## src/rtl/rf_write_arbiter.sv

```systemverilog
// Register-file write-port arbiter: writeback has priority, while long-latency results
// queue in an in-order FIFO and drain into idle cycles or preempt writeback after a bounded wait.
module rf_write_arbiter #(
   parameter int DEPTH      = 4,
   parameter int STARVE_MAX = 8
) (
   input  logic                      clk,
   input  logic                      reset,
   input  logic                      wb_we,
   input  logic [4:0]                wb_waddr,
   input  logic [63:0]               wb_wdata,
   output logic                      wb_hold,
   input  logic                      lu_valid,
   output logic                      lu_ready,
   input  logic [4:0]                lu_waddr,
   input  logic [63:0]               lu_wdata,
   output logic                      rf_we,
   output logic [4:0]                rf_waddr,
   output logic [63:0]               rf_wdata,
   output logic [$clog2(DEPTH):0]    fifo_count,
   output logic [31:0]               pend_mask
);

   localparam int PTR_W = $clog2(DEPTH);
   localparam int CNT_W = PTR_W + 1;
   localparam int SC_W  = $clog2(STARVE_MAX + 1);

   logic [PTR_W-1:0] head;
   logic [PTR_W-1:0] tail;
   logic [CNT_W-1:0] count;
   logic [SC_W-1:0]  starve_cnt;
   logic [DEPTH-1:0] occ;

   logic [4:0]  waddr_mem [DEPTH];
   logic [63:0] wdata_mem [DEPTH];

   logic wb_req;
   logic fifo_empty;
   logic starved;
   logic grant_lu;
   logic push;
   logic pop;

   function automatic logic [SC_W-1:0] starve_inc(input logic [SC_W-1:0] cnt);
      return (cnt >= SC_W'(STARVE_MAX)) ? cnt : cnt + SC_W'(1);
   endfunction

   assign wb_req     = wb_we && (wb_waddr != 5'd0);
   assign fifo_empty = (count == '0);
   assign lu_ready   = (count != CNT_W'(DEPTH));
   assign starved    = (starve_cnt >= SC_W'(STARVE_MAX));
   assign grant_lu   = !fifo_empty && (!wb_req || starved);
   // x0 results complete the handshake but never occupy an entry
   assign push       = lu_valid && lu_ready && (lu_waddr != 5'd0);
   assign pop        = grant_lu;

   assign fifo_count = count;

   always_comb begin
      rf_we    = wb_req;
      rf_waddr = wb_waddr;
      rf_wdata = wb_wdata;
      wb_hold  = 1'b0;
      if (grant_lu) begin
         rf_we    = 1'b1;
         rf_waddr = waddr_mem[head];
         rf_wdata = wdata_mem[head];
         wb_hold  = wb_req;
      end
   end

   // Per-entry occupancy lets the hazard mask be a flat OR without pointer arithmetic
   always_comb begin
      pend_mask = '0;
      for (int i = 0; i < DEPTH; i++) begin
         if (occ[i]) begin
            pend_mask[waddr_mem[i]] = 1'b1;
         end
      end
   end

   always_ff @(posedge clk) begin
      if (reset) begin
         head       <= '0;
         tail       <= '0;
         count      <= '0;
         starve_cnt <= '0;
         occ        <= '0;
      end else begin
         if (push) begin
            tail      <= tail + PTR_W'(1);
            occ[tail] <= 1'b1;
         end
         if (pop) begin
            head      <= head + PTR_W'(1);
            occ[head] <= 1'b0;
         end
         count <= count + CNT_W'(push) - CNT_W'(pop);
         if (fifo_empty || pop) begin
            starve_cnt <= '0;
         end else begin
            starve_cnt <= starve_inc(starve_cnt);
         end
      end
   end

   always_ff @(posedge clk) begin
      if (push) begin
         waddr_mem[tail] <= lu_waddr;
         wdata_mem[tail] <= lu_wdata;
      end
   end

endmodule
```

## config.mk

```make
export PLATFORM = sky130hd
export DESIGN_NAME = rf_write_arbiter
export DESIGN_NICKNAME = d
export VERILOG_FILES = /design/src/rtl/rf_write_arbiter.sv
export SDC_FILE = /design/constraint.sdc
export NUM_CORES = 1
export LEC_CHECK = 0
export CAP_MARGIN = 20
export CORE_AREA = 2 2 123 173
export DETAILED_ROUTE_END_ITERATION = 10
export DIE_AREA = 0 0 125 175
export DONT_BUFFER_PORTS = 1
export GPL_TIMING_DRIVEN = 0
export HOLD_SLACK_MARGIN = 0.1
export PLACE_DENSITY = 0.78
export SYNTH_ARGS = -nofsm -noshare
export SYNTH_HDL_FRONTEND = slang
export SYNTH_SLANG_ARGS = --single-unit
```

## constraint.sdc

```tcl
create_clock -name clk -period 3.85 [get_ports clk]
set_clock_uncertainty 0.15 [all_clocks]
set_input_delay 0.77 -clock clk [delete_from_list [all_inputs] [get_ports clk]]
set_output_delay 0.77 -clock clk [all_outputs]
set_load 0.01 [all_outputs]
```

==> results list, run 1 <==
- After synthesis the netlist holds a flip-flop and latch count of ~290.
- Combined flip-flop and latch cell area: between 8000 and 9000 um^2
- CTS Buffer Depth: 3
* Overall power of the completed layout: approximately 8.5 mW
* Distinct cell type count after synthesis: 42
- Starting utilization of the core area: between 60% and 70%
- Hold violation total from the final report: 0
- At the placement stage, the worst setup path has a slack of -6.03 ps.
* Share of the yosys chip area belonging to registers: approximately two thirds
- Count of boundary I/O pins: approximately 250
- Total of max-cap violations: 0
- The worst setup path is launched from an input port.
* Total standard cell area after synthesis: roughly 13000 um^2
- The number of gates resized after CTS was 6.
- Setup repair after global routing left no endpoint under its margin.
* Drt wl/cell: 28.8 um
* Clock root cell: sky130_fd_sc_hd__clkbuf_16
- The initial antenna violation count came to 0.
- Diodes inserted: 0
- Row generation in the floorplan step produced between 60 and 70 rows.
- The core region is about 20000 um^2.
- At the later pin of the worst-skew pair, clock insertion delay measures 520 ps.
- Number of sinks handled by clock tree synthesis: 293
- After global routing the overflow that remains totals 0.
* Run status: finished clean
- In this run the number of H-tree levels came out at 1.
- Entering global routing, the biggest net connects 52 pins.
* Die footprint: 21900 um^2
- Vias: ~6700
- Number of cells produced by synthesis: 684
* Transition at the pin with the smallest max-transition slack: between 1000 and 1500 ps
- Vias per std cell: between 6 and 7
- The number of global-route vias before repair came to between 7000 and 8000.
* Time the worst path needs with I/O delays and setup: between 3000 and 4000 ps
- Along the worst path, the maximum fanout reaches 10.
* Category of the critical setup timing path: in2out
* Global-route usage over all layers: about a quarter
- Worst max-slew margin expressed relative to the limit: 25.2%
- At the end of the flow, the number of nets in the layout was between 800 and 900.
- From left edge to right edge, the die measures 125 um.
- From bottom edge to top edge, the die measures 175 um.
- The worst hold path belongs to the class in2reg.
- Max Transition Viols Final: 0
- The count of nets left with antenna violations once routing finished came out at 0.
- TritonCTS Buffers: 26
- Syn_area_per_cell: 18.5 um^2
* Layout cells sized above 1: 26.9%
- Static leakage: 4.31 nW
* Setup Buffers After CTS: 0
- Final Routed Wirelength: about 29 mm
- Least setup slack across all paths after layout: ~130 ps
- For this run, the number of standard cells in the final layout without fillers is 991.
- Portion of the clock cycle consumed by the worst path in the final layout: a little over nine tenths
* Placement Cell Area: between 10000 and 15000 um^2
- Dpl cells: approximately 950
- The filler cells instantiated in the layout total between 1000 and 1500.
- Relative to the synthesized area, the layout overhead comes to 9.72%.
- Data arrival time of the critical path: ~2800 ps
* Clock slew at the register clock pins of the worst setup and hold paths: 60 ps
- Worst vdd ir: roughly 560 uV
- The detailed router finished its first iteration with 419 violations.
* Achievable clock frequency: ~270 MHz
- CTS tree: yes
- Data required, critical path: about 3000 ps
- Residual DRC: 0
- The number of nets handed over by synthesis was 839.
* Async SR Flop Fraction: 0%
- Setup violations remaining at the end of the flow were counted as 0.
- Final weighted congestion in routability-driven placement: 0.919
* Final design utilization: between 60 and 70%
- After routing the design area is between 10000 and 15000 um^2.
- Setup TNS: 0 ps
* Number of search-and-repair iterations in the first detailed-routing pass: 5
* Combined area of the multi-input logic cells: 3780 um^2
* Input/output buffers: 0
- Ys flop type: sky130_fd_sc_hd__edfxtp_1
* Synth Warn #: 0
- Number of enable-type register cells in the synthesized netlist: roughly 280
- For this design the ratio of total power to cell area is ~610 nW/um^2.
* Quantity of hold-fixing buffers added after cts: 0
- The tightest hold path in the finished design has a slack of between 150 and 200 ps.
* DP Wirelength: ~19 mm
- Global-route wire length before repair: 42.5 mm
- Endpoint class of the critical path: primary output
==> cell usage in the layout (no fill, tap or decap), types with 5 or more instances in the layout <==
cell	synthesis	layout
sky130_fd_sc_hd__dfxtp_1	17	17
sky130_fd_sc_hd__edfxtp_1	276	276
sky130_fd_sc_hd__clkbuf_16	0	27
sky130_fd_sc_hd__mux2_1	10	10
sky130_fd_sc_hd__nor2_1	23	23
sky130_fd_sc_hd__buf_4	5	7
sky130_fd_sc_hd__clkbuf_1	23	32
sky130_fd_sc_hd__mux2_2	61	61
sky130_fd_sc_hd__nand3b_1	10	10
sky130_fd_sc_hd__nand2_1	15	15
sky130_fd_sc_hd__mux4_2	69	69
sky130_fd_sc_hd__o211ai_1	6	6
sky130_fd_sc_hd__inv_1	15	15
sky130_fd_sc_hd__a22oi_1	11	11
sky130_fd_sc_hd__nor3b_1	9	9
sky130_fd_sc_hd__and3b_1	5	5
sky130_fd_sc_hd__o22ai_1	14	14
sky130_fd_sc_hd__a21oi_1	10	10
sky130_fd_sc_hd__ha_1	12	12
sky130_fd_sc_hd__o221ai_1	12	12
sky130_fd_sc_hd__and3_1	6	6
sky130_fd_sc_hd__a221o_1	14	14
sky130_fd_sc_hd__nand3_1	7	7
sky130_fd_sc_hd__or3b_2	8	8
==> per-layer routing <==
metal  global-route usage (%)  vias up  wire (um)
met2                     46.9      371      15400
met1                     30.1     3397      10000
met5                        0        -          0
met4                     8.33        0        838
met3                     6.06       64       2220
li1                         -     2881          -
==> registers in the layout, indices dropped and copies added, names as in the netlist, named ones only <==
register,flops
waddr_mem,20
occ,4
head,2
starve_cnt,4
fifo_count,3
tail,2
wdata_mem,256
==> path summary, 6_finish.rpt <==
kind / to / cells past startpoint / slack [ps] / startpoint
hold / removal: wdata_mem[0][56] / 0 / 190 / lu_wdata[56]
setup / recovery: rf_wdata[62] / 6 / 130 / wb_waddr[2]
setup reg to reg: fifo_count[2] / 11 / 790 / fifo_count[1]
hold reg to reg: starve_cnt[0] / 1 / 320 / starve_cnt[0]
==> power breakdown <==
part	internal (mW)	switching, mW
sequential	3.87	0.124
clock	1.36	1.05
combinational	0.983	1.15
total	6.21	2.32
==> cells in the mapped netlist (2+ instances only) <==
master | number | area (um^2)
sky130_fd_sc_hd__a221o_1 | 14 | 140
sky130_fd_sc_hd__o221ai_1 | 12 | 105
sky130_fd_sc_hd__buf_4 | 5 | 37.5
sky130_fd_sc_hd__and3_1 | 6 | 37.5
sky130_fd_sc_hd__a211oi_1 | 4 | 30.0
sky130_fd_sc_hd__nor3_1 | 3 | 15.0
sky130_fd_sc_hd__nor2_1 | 23 | 86.3
sky130_fd_sc_hd__buf_1 | 6 | 22.5
sky130_fd_sc_hd__buf_2 | 2 | 10.0
sky130_fd_sc_hd__clkbuf_1 | 23 | 86.3
sky130_fd_sc_hd__o211ai_1 | 6 | 45.0
sky130_fd_sc_hd__nor2b_1 | 3 | 18.8
sky130_fd_sc_hd__nor3b_1 | 9 | 67.6
sky130_fd_sc_hd__a21oi_1 | 10 | 50.1
sky130_fd_sc_hd__dfxtp_1 | 17 | 340
sky130_fd_sc_hd__inv_1 | 15 | 56.3
sky130_fd_sc_hd__nand3_1 | 7 | 35.0
sky130_fd_sc_hd__xnor2_1 | 4 | 35.0
sky130_fd_sc_hd__mux2_1 | 10 | 113
sky130_fd_sc_hd__ha_1 | 12 | 150
sky130_fd_sc_hd__mux2i_1 | 3 | 30.0
sky130_fd_sc_hd__or3_1 | 4 | 25.0
sky130_fd_sc_hd__mux4_2 | 69 | 1550
sky130_fd_sc_hd__mux2_2 | 61 | 687
sky130_fd_sc_hd__a22oi_1 | 11 | 82.6
sky130_fd_sc_hd__nand2b_1 | 2 | 12.5
sky130_fd_sc_hd__and2_1 | 4 | 25.0
sky130_fd_sc_hd__nand3b_1 | 10 | 75.1
sky130_fd_sc_hd__edfxtp_1 | 276 | 8290
sky130_fd_sc_hd__o22ai_1 | 14 | 87.6
sky130_fd_sc_hd__nand2_1 | 15 | 56.3
sky130_fd_sc_hd__or3b_2 | 8 | 70.1
sky130_fd_sc_hd__and3b_1 | 5 | 43.8
sky130_fd_sc_hd__buf_6 | 3 | 33.8
==> worst max-delay path, stage by stage <==
cell and delay, ps:
sky130_fd_sc_hd__or3_1 410, sky130_fd_sc_hd__or3_4 370, sky130_fd_sc_hd__a31oi_4 420, sky130_fd_sc_hd__buf_6 240, sky130_fd_sc_hd__buf_6 180, sky130_fd_sc_hd__mux2_1 380
==> logic make-up (layout without fill, tap and decap cells) <==
kind of cell / after synthesis / in the layout / synth area share, %
mux: 143 / 143 / 18.9
buf+inv: 54 / 105 / 1.95
xor+xnor: 4 / 4 / 0.277
fa+ha+maj: 13 / 13 / 1.35
compound gates: 75 / 75 / 4.65
simple gates: 102 / 102 / 4.69
flops: 293 / 293 / 68.2
==> cell type report <==
| cell class | count | area share, % |
|---|---|---|
| Sequential cell | 293 | 62.2 |
| Multi-Input combinational cell | 337 | 27.2 |
| Clock buffer | 38 | 5.17 |
| Tap cell | 256 | 2.31 |
| Buffer | 37 | 1.47 |
| Timing Repair Buffer | 5 | 0.685 |
| Clock inverter | 10 | 0.523 |
| Inverter | 15 | 0.406 |
(Power assumes the default switching activity.)
==> inputs of run 2 (changes only) <==
--- a/config.mk
+++ b/config.mk
@@ -16,3 +16,4 @@
 export SYNTH_ARGS = -nofsm -noshare
 export SYNTH_HDL_FRONTEND = slang
 export SYNTH_SLANG_ARGS = --single-unit
+export TNS_END_PERCENT = 5
==> run 2 against run 1 <==
Effect of this change:
- global-route usage is essentially flat
- routed wire length is essentially flat
- sequential cell count is the same
- sequential power is essentially flat
- count of clock-buffer cells in the layout is the same
- largest cell class unchanged
- total power grew 0.10%
- critical path depth is the same
- maximum frequency shrank 0.22%
- critical path type unchanged
- combinational power is essentially flat
- non-clock buffer count grew 2
- final cell count grew 0.20%
- first-iteration DRC count grew 4.5%
==> results list, run 2 (synthesis results as in run 1) <==
- The number of placement rows came to 62 (unchanged).
* Hold violation total from the final report: 0 (unchanged)
- The arrival time of data at the critical path endpoint came to 2810 ps (about the same).
- Diodes inserted: 0 (unchanged)
- Final weighted congestion in routability-driven placement: 0.919 (unchanged)
- Global-route wire length before repair: 42.5 mm (about the same)
* Area of the core: 20300 um^2 (unchanged)
- Final #Nets: 872 (+0.23%)
- Number of search-and-repair iterations in the first detailed-routing pass: 5 (unchanged)
- Layout cells sized above 1: 27.1% (+0.20 points)
* CTS H-tree lvls: 1 (unchanged)
- The tree is rooted in a sky130_fd_sc_hd__clkbuf_16.
- The maximum number of pins on one net before global-route repair came to 52 (unchanged).
* Global-route usage over all layers: 25.7% (about the same)
* Number of nets with antenna violations after routing: 0 (unchanged)
- The largest registers in the layout are wdata_mem x256, waddr_mem x20.
- Cell breakdown of the critical path: or3_1 > or3_4 > a31oi_4 > buf_6 > buf_6 > mux2_1
- Antenna violations before repair: 0 (unchanged)
* Worst vdd ir: 557 uV (+0.13%)
- The leakage dissipation came to 4.32 nW (+0.24%).
* Die extent in y: 175 um (unchanged)
- Worst slack at placement: -6.03 ps (unchanged)
* Power Density: 615 nW/um^2 (about the same)
- The required time of the critical path was 2930 ps (about the same).
* Starting DRT DRC Count: 438 (+4.5%)
- The flow ran to the end, and the final reports show no timing, DRC or antenna violations.
- The minimum period implied by the final worst setup slack was 3730 ps (+8.06 ps).
- Least setup slack across all paths after layout: 124 ps (-8.05 ps)
* Biggest cell delay along the critical path: 430 ps (about the same)
* Final Routed Wirelength: 28.5 mm (about the same)
- Quantity of hold-fixing buffers added after cts: 0 (unchanged)
- The number of design rule violations left after detail routing is 0 (unchanged).
* Category of the critical setup timing path: in2out
- The library cell used most frequently in the layout, excluding fill and tap cells, is sky130_fd_sc_hd__edfxtp_1.
- The count of input and output buffers was 0 (unchanged).
- CTS Buffer Depth: 3 (unchanged)
- Transition at the pin with the smallest max-transition slack: 1130 ps (+10.7 ps)
- In the layout the commonest cells are 276 x sky130_fd_sc_hd__edfxtp_1, 69 x sky130_fd_sc_hd__mux4_2, 61 x sky130_fd_sc_hd__mux2_2.
- Register name with the most flops: wdata_mem
- Portion of the clock cycle consumed by the worst path in the final layout: 96.8% (+0.21 points)
- CTS tree: yes
- Vias: 6685 (-0.42%)
- Number of flip-flops in the largest register: 256 (unchanged)
- Count of boundary I/O pins: 249 (unchanged)
* Die footprint: 21900 um^2 (unchanged)
- Maximum fanout count along the critical path: 10 (unchanged)
* Area added between synthesis and finish: 9.77% (about the same)
* Final design utilization: 68.3% (about the same)
* Starting utilization of the core area: 62.2% (unchanged)
- The half-perimeter wire length of the detailed placement result came to 19.1 mm (unchanged).
- Total of max-cap violations: 0 (unchanged)
- Slowest stage cell, crit path: sky130_fd_sc_hd__a31oi_4
- Drt wl/cell: 28.7 um (-0.29%)
- Most repeated library cell on the critical path: sky130_fd_sc_hd__buf_6
* Clock slew at the register clock pins of the worst setup and hold paths: 60 ps (about the same)
* GRT Residual Overflow: 0 (unchanged)
- The via density per instance is 6.73 (-0.62%).
* Number of sinks handled by clock tree synthesis: 293 (unchanged)
* Unrepaired setup endpoints after global routing: false
- Number of endpoints failing setup at the final stage: 0 (unchanged)
- The die boundary width came to 125 um (unchanged).
* Achievable clock frequency: 268 MHz (-0.22%)
- Hold Crit Class: in2reg
* Endpoint class of the critical path: primary output
- Count of fill cells added during filler insertion: 1317 (+0.076%)
- Latest clock arrival within the worst-skew pair: 520 ps (about the same)
* Via count of the first global-routing pass: 7205 (+0.53%)
* Critical path launch point type: input port
- The number of max-slew violations in the final report is 0 (unchanged).
* Worst max-slew margin expressed relative to the limit: 24.5% (-0.72 points)
- The final cell area excluding filler cells is 13900 um^2 (about the same).
- The cell area after placement came to 13100 um^2 (unchanged).
* TritonCTS Buffers: 26 (unchanged)
run 2: through the flow:
step | TNS, ps | instances | total power, mW | hold WS, ps
after global placement | -268920 | 940 | 6.14 | 290
after global routing | 0 | 993 | 8.87 | 169
after detailed placement | -6.03 | 945 | 6.20 | 309
after floorplan | 0 | 684 | 5.67 | 280
after CTS | -27.6 | 993 | 8.61 | 179
final | 0 | 993 | 8.54 | 191
run 2: worst paths after layout:
path                                     from               end  slack, ps  depth (start not counted)
worst max-delay path              wb_waddr[2]      rf_wdata[60]        120                          6
worst max register to register  fifo_count[1]     fifo_count[2]        790                         11
worst min register to register  starve_cnt[0]     starve_cnt[0]        320                          1
worst min-delay path             lu_wdata[55]  wdata_mem[1][55]        190                          0
run 2: final cells by class:
type | instances | area (um^2) | share of cell area (%)
flip-flops and latches | 293 | 8630 | 62.2
multi-input cells | 337 | 3780 | 27.2
clock buffers | 38 | 717 | 5.17
well taps | 256 | 320 | 2.31
plain buffers | 39 | 210 | 1.51
repair buffers | 5 | 95.1 | 0.685
clock inverters | 10 | 72.6 | 0.523
inverters | 15 | 56.3 | 0.406
run 2: critical path: cells and delay by family:
kind	cells	cell delay (ps)
AND/OR/NAND/NOR	2	780
buffers and inverters	2	420
AO/OA/AOI/OAI	1	430
multiplexers	1	390
run 2: repair_timing:
item	CTS	global route
resized for setup	6	8
buffers inserted	0	0
setup endpoints to repair	12	40
run 2: layer usage:
| layer | vias to the layer above | part of all wire (%) | global-route usage, % |
|---|---|---|---|
| li1 | 2888 | - | - |
| met1 | 3375 | 35 | 29.9 |
| met2 | 357 | 54 | 47.0 |
| met3 | 65 | 7.9 | 6.09 |
| met4 | 0 | 3.0 | 8.56 |
| met5 | - | 0 | 0 |
run 2: power by group:
| group | internal [mW] | switching, mW |
|---|---|---|
| Combinational | 0.987 | 1.15 |
| Sequential | 3.87 | 0.124 |
| Clock | 1.36 | 1.05 |
==> inputs of run 3 (changes only) <==
--- a/config.mk
+++ b/config.mk
@@ -10,6 +10,7 @@
 export DETAILED_ROUTE_END_ITERATION = 10
 export DIE_AREA = 0 0 125 175
 export DONT_BUFFER_PORTS = 1
+export GPL_ROUTABILITY_DRIVEN = 0
 export GPL_TIMING_DRIVEN = 0
 export HOLD_SLACK_MARGIN = 0.1
 export PLACE_DENSITY = 0.78
==> run 3 against run 2 <==
Effect of this change:
- sequential cell count did not move
- final area increased by 0.25%
- combinational power decreased by 2%
- sequential power hardly changed
- final cell count shrank 0.10%
- via count grew 0.84%
- non-clock buffer count did not move
- largest cell class unchanged
==> results list, run 3 (synthesis results as in run 1) <==
- The power density over the cells is 614 nW/um^2 (-0.25%).
* Register name with the most flops: wdata_mem
- Endpoint class of the critical path: primary output
* Residual DRC: 0 (unchanged)
- The CTS sink count came to 293 (unchanged).
* DP Wirelength: 17.9 mm (-6.1%)
* Data arrival time of the critical path: 2760 ps (-50 ps)
* Buffers and inverters on the worst path: 2 (unchanged)
- The total negative slack for setup checks came to 0 ps (unchanged).
* Global-route usage over all layers: 23.7% (-2.0 points)
- By instance count, the cell type seen most on the critical path is sky130_fd_sc_hd__buf_6.
- The largest registers in the layout are wdata_mem x256, waddr_mem x20.
- The maximum buffer depth of the clock tree is 3 (unchanged).
- Slowest stage cell, crit path: sky130_fd_sc_hd__or3_1
- Die boundary width: 125 um (unchanged)
- TritonCTS built the clock tree.
- The total count of hold-check failures in the final report is 0 (unchanged).
- In this run the worst hold path is classified as in2reg.
- The number of global-route vias before repair came to 7004 (-2.8%).
- Die extent in y: 175 um (unchanged)
- The clock latency on the worst-skew pair came to 520 ps (about the same).
* Clock root cell: sky130_fd_sc_hd__clkbuf_16
- Clock slew at the register clock pins of the worst setup and hold paths: 60 ps (about the same)
* Max Transition Viols Final: 0 (unchanged)
- Setup repair after global routing could not meet its margin everywhere.
- Static leakage: 4.33 nW (+0.23%)
* Count of boundary I/O pins: 249 (unchanged)
- The slew at the pin closest to its max-slew limit was 851 ps (-280 ps).
- The via density per instance came to 6.80 (+0.94%).
* Worst slack at placement: 53.8 ps (+59.8 ps)
- CTS H-tree lvls: 1 (unchanged)
- Number of search-and-repair iterations in the first detailed-routing pass: 5 (unchanged)
- The library cells used most frequently in the layout, excluding fill and tap cells, are 276 x sky130_fd_sc_hd__edfxtp_1, 69 x sky130_fd_sc_hd__mux4_2, 61 x sky130_fd_sc_hd__mux2_2.
- Row cnt: 62 (unchanged)
- Die footprint: 21900 um^2 (unchanged)
- The proportion of layout cells with a drive suffix above 1 is 26.8% (-0.37 points).
- The number of max-cap violations came to 0 (unchanged).
* Drt wl/cell: 26.2 um (-8.7%)
- Run status: finished clean
* Portion of the clock cycle consumed by the worst path in the final layout: 95.5% (-1.3 points)
- Number of flip-flops in the largest register: 256 (unchanged)
- The number of CTS-inserted buffers came to 26 (unchanged).
- Combined area of the multi-input logic cells: 3780 um^2 (unchanged)
* Starting DRT DRC Count: 594 (+36%)
* Vias: 6741 (+0.84%)
- Setup Buffers After CTS: 0 (unchanged)
- Area of the core: 20300 um^2 (unchanged)
- Count of fill cells added during filler insertion: 1269 (-3.6%)
- The sequential cell area was 8630 um^2 (unchanged).
* Time the worst path needs with I/O delays and setup: 3680 ps (-50.4 ps)
- The delay contributed by the slowest stage of the critical path came to 420 ps (about the same).
* Cell breakdown of the critical path: or3_1 > or3_4 > a31oi_4 > buf_6 > buf_6 > mux2_1
- The maximum fanout count along the critical path is 10 (unchanged).
- Number of nets with antenna violations after routing: 0 (unchanged)
- The number of nets in the layout is 872 (unchanged).
- The required time of the critical path was 2930 ps (about the same).
- By startpoint and endpoint, the worst setup path is classified as in2out.
* Achievable clock frequency: 272 MHz (+1.4%)
- The cts-stage hold buffer count was 0 (unchanged).
* Diodes inserted: 0 (unchanged)
* Maximum number of pins on one net before global-route repair: 46 (-12%)
* Worst max-slew margin expressed relative to the limit: 43.3% (+19 points)
- Worst vdd ir: 458 uV (-18%)
* Input/output buffers: 0 (unchanged)
* Critical path launch point type: input port
- The overflow left after global routing is 0 (unchanged).
* Starting utilization of the core area: 62.2% (unchanged)
* Leading cell type in the layout, fill and taps excluded: sky130_fd_sc_hd__edfxtp_1
- Post-Route Hold Slack: 191 ps (-0.147 ps)
* Global-route wire length before repair: 39.9 mm (-6.2%)
- Least setup slack across all paths after layout: 174 ps (+50.4 ps)
* Final Routed Wirelength: 26.0 mm (-8.7%)
- Number of endpoints failing setup at the final stage: 0 (unchanged)
* Top Family by Delay on Critical Path: simple AND/OR/NAND/NOR gates
* Antenna violations before repair: 0 (unchanged)
- Compared with the post-synthesis result, the final layout area differs by 10.0%.
==> run 3: cell count changes in the layout (fill, tap and decap cells not counted), sizes merged <==
cell,previous run,this run
clkinv,8,9
bufinv,1,2
buf,16,20
clkbuf,65,58
==> run 3: layer usage <==
| metal | global-route usage, % | share of wire, % | up-vias |
|---|---|---|---|
| met5 | 0 | 0 | - |
| met4 | 8.61 | 3.6 | 0 |
| met3 | 6.03 | 8.8 | 88 |
| met2 | 42.4 | 54 | 412 |
| met1 | 27.8 | 34 | 3354 |
| li1 | - | - | 2887 |
==> run 3: report_power, final <==
part | switching [mW] | leakage (nW) | internal (mW)
logic | 1.11 | 1.27 | 0.982
registers | 0.132 | 2.67 | 3.87
clock network | 1.03 | 0.392 | 1.41
==> run 3: area by class of cell <==
class	count	share of cell area [%]
buffer	38	1.43
clock buffer	35	5.07
clock inverter	12	0.737
inverter	15	0.405
multi-input combinational	337	27.2
sequential	293	62.0
tap	256	2.30
timing repair buffer	6	0.881
==> run 3: timing repair <==
item | CTS | global route
gates cloned | 0 | 0
pin swaps | 0 | 0
resized for setup | 4 | 2
endpoints found under the setup margin | 45 | 14
==> run 3: worst reg2reg max path: cells and delay by family, from the launching register on <==
family | cells | cell delay (ps)
adders and majority gates | 3 | 830
and+or+nand+nor | 2 | 560
buffers and inverters | 3 | 420
DFF | 1 | 380
xor gates and xnor gates | 2 | 330
AOI/OAI and AO/OA | 1 | 160
==> run 3: metrics by stage <==
| step | util [%] | std cells | area, um^2 | power [mW] |
|---|---|---|---|---|
| after floorplan | - | 684 | 12600 | 5.67 |
| after global placement | 63.8 | 940 | 13000 | 6.11 |
| after detailed placement | 64.4 | 944 | 13100 | 6.18 |
| after CTS | 68.4 | 990 | 13900 | 8.63 |
| after global routing | 68.5 | 992 | 13900 | 8.90 |
| final | 68.5 | 992 | 13900 | 8.54 |
==> run 3: path summary, 6_finish.rpt <==
check | start | to | slack, ps | cells past startpoint
min | lu_wdata[3] | wdata_mem[2][3] | 190 | 0
max | wb_waddr[2] | rf_wdata[62] | 170 | 6
min reg2reg | starve_cnt[2] | starve_cnt[3] | 310 | 2
max reg2reg | fifo_count[1] | fifo_count[2] | 890 | 11
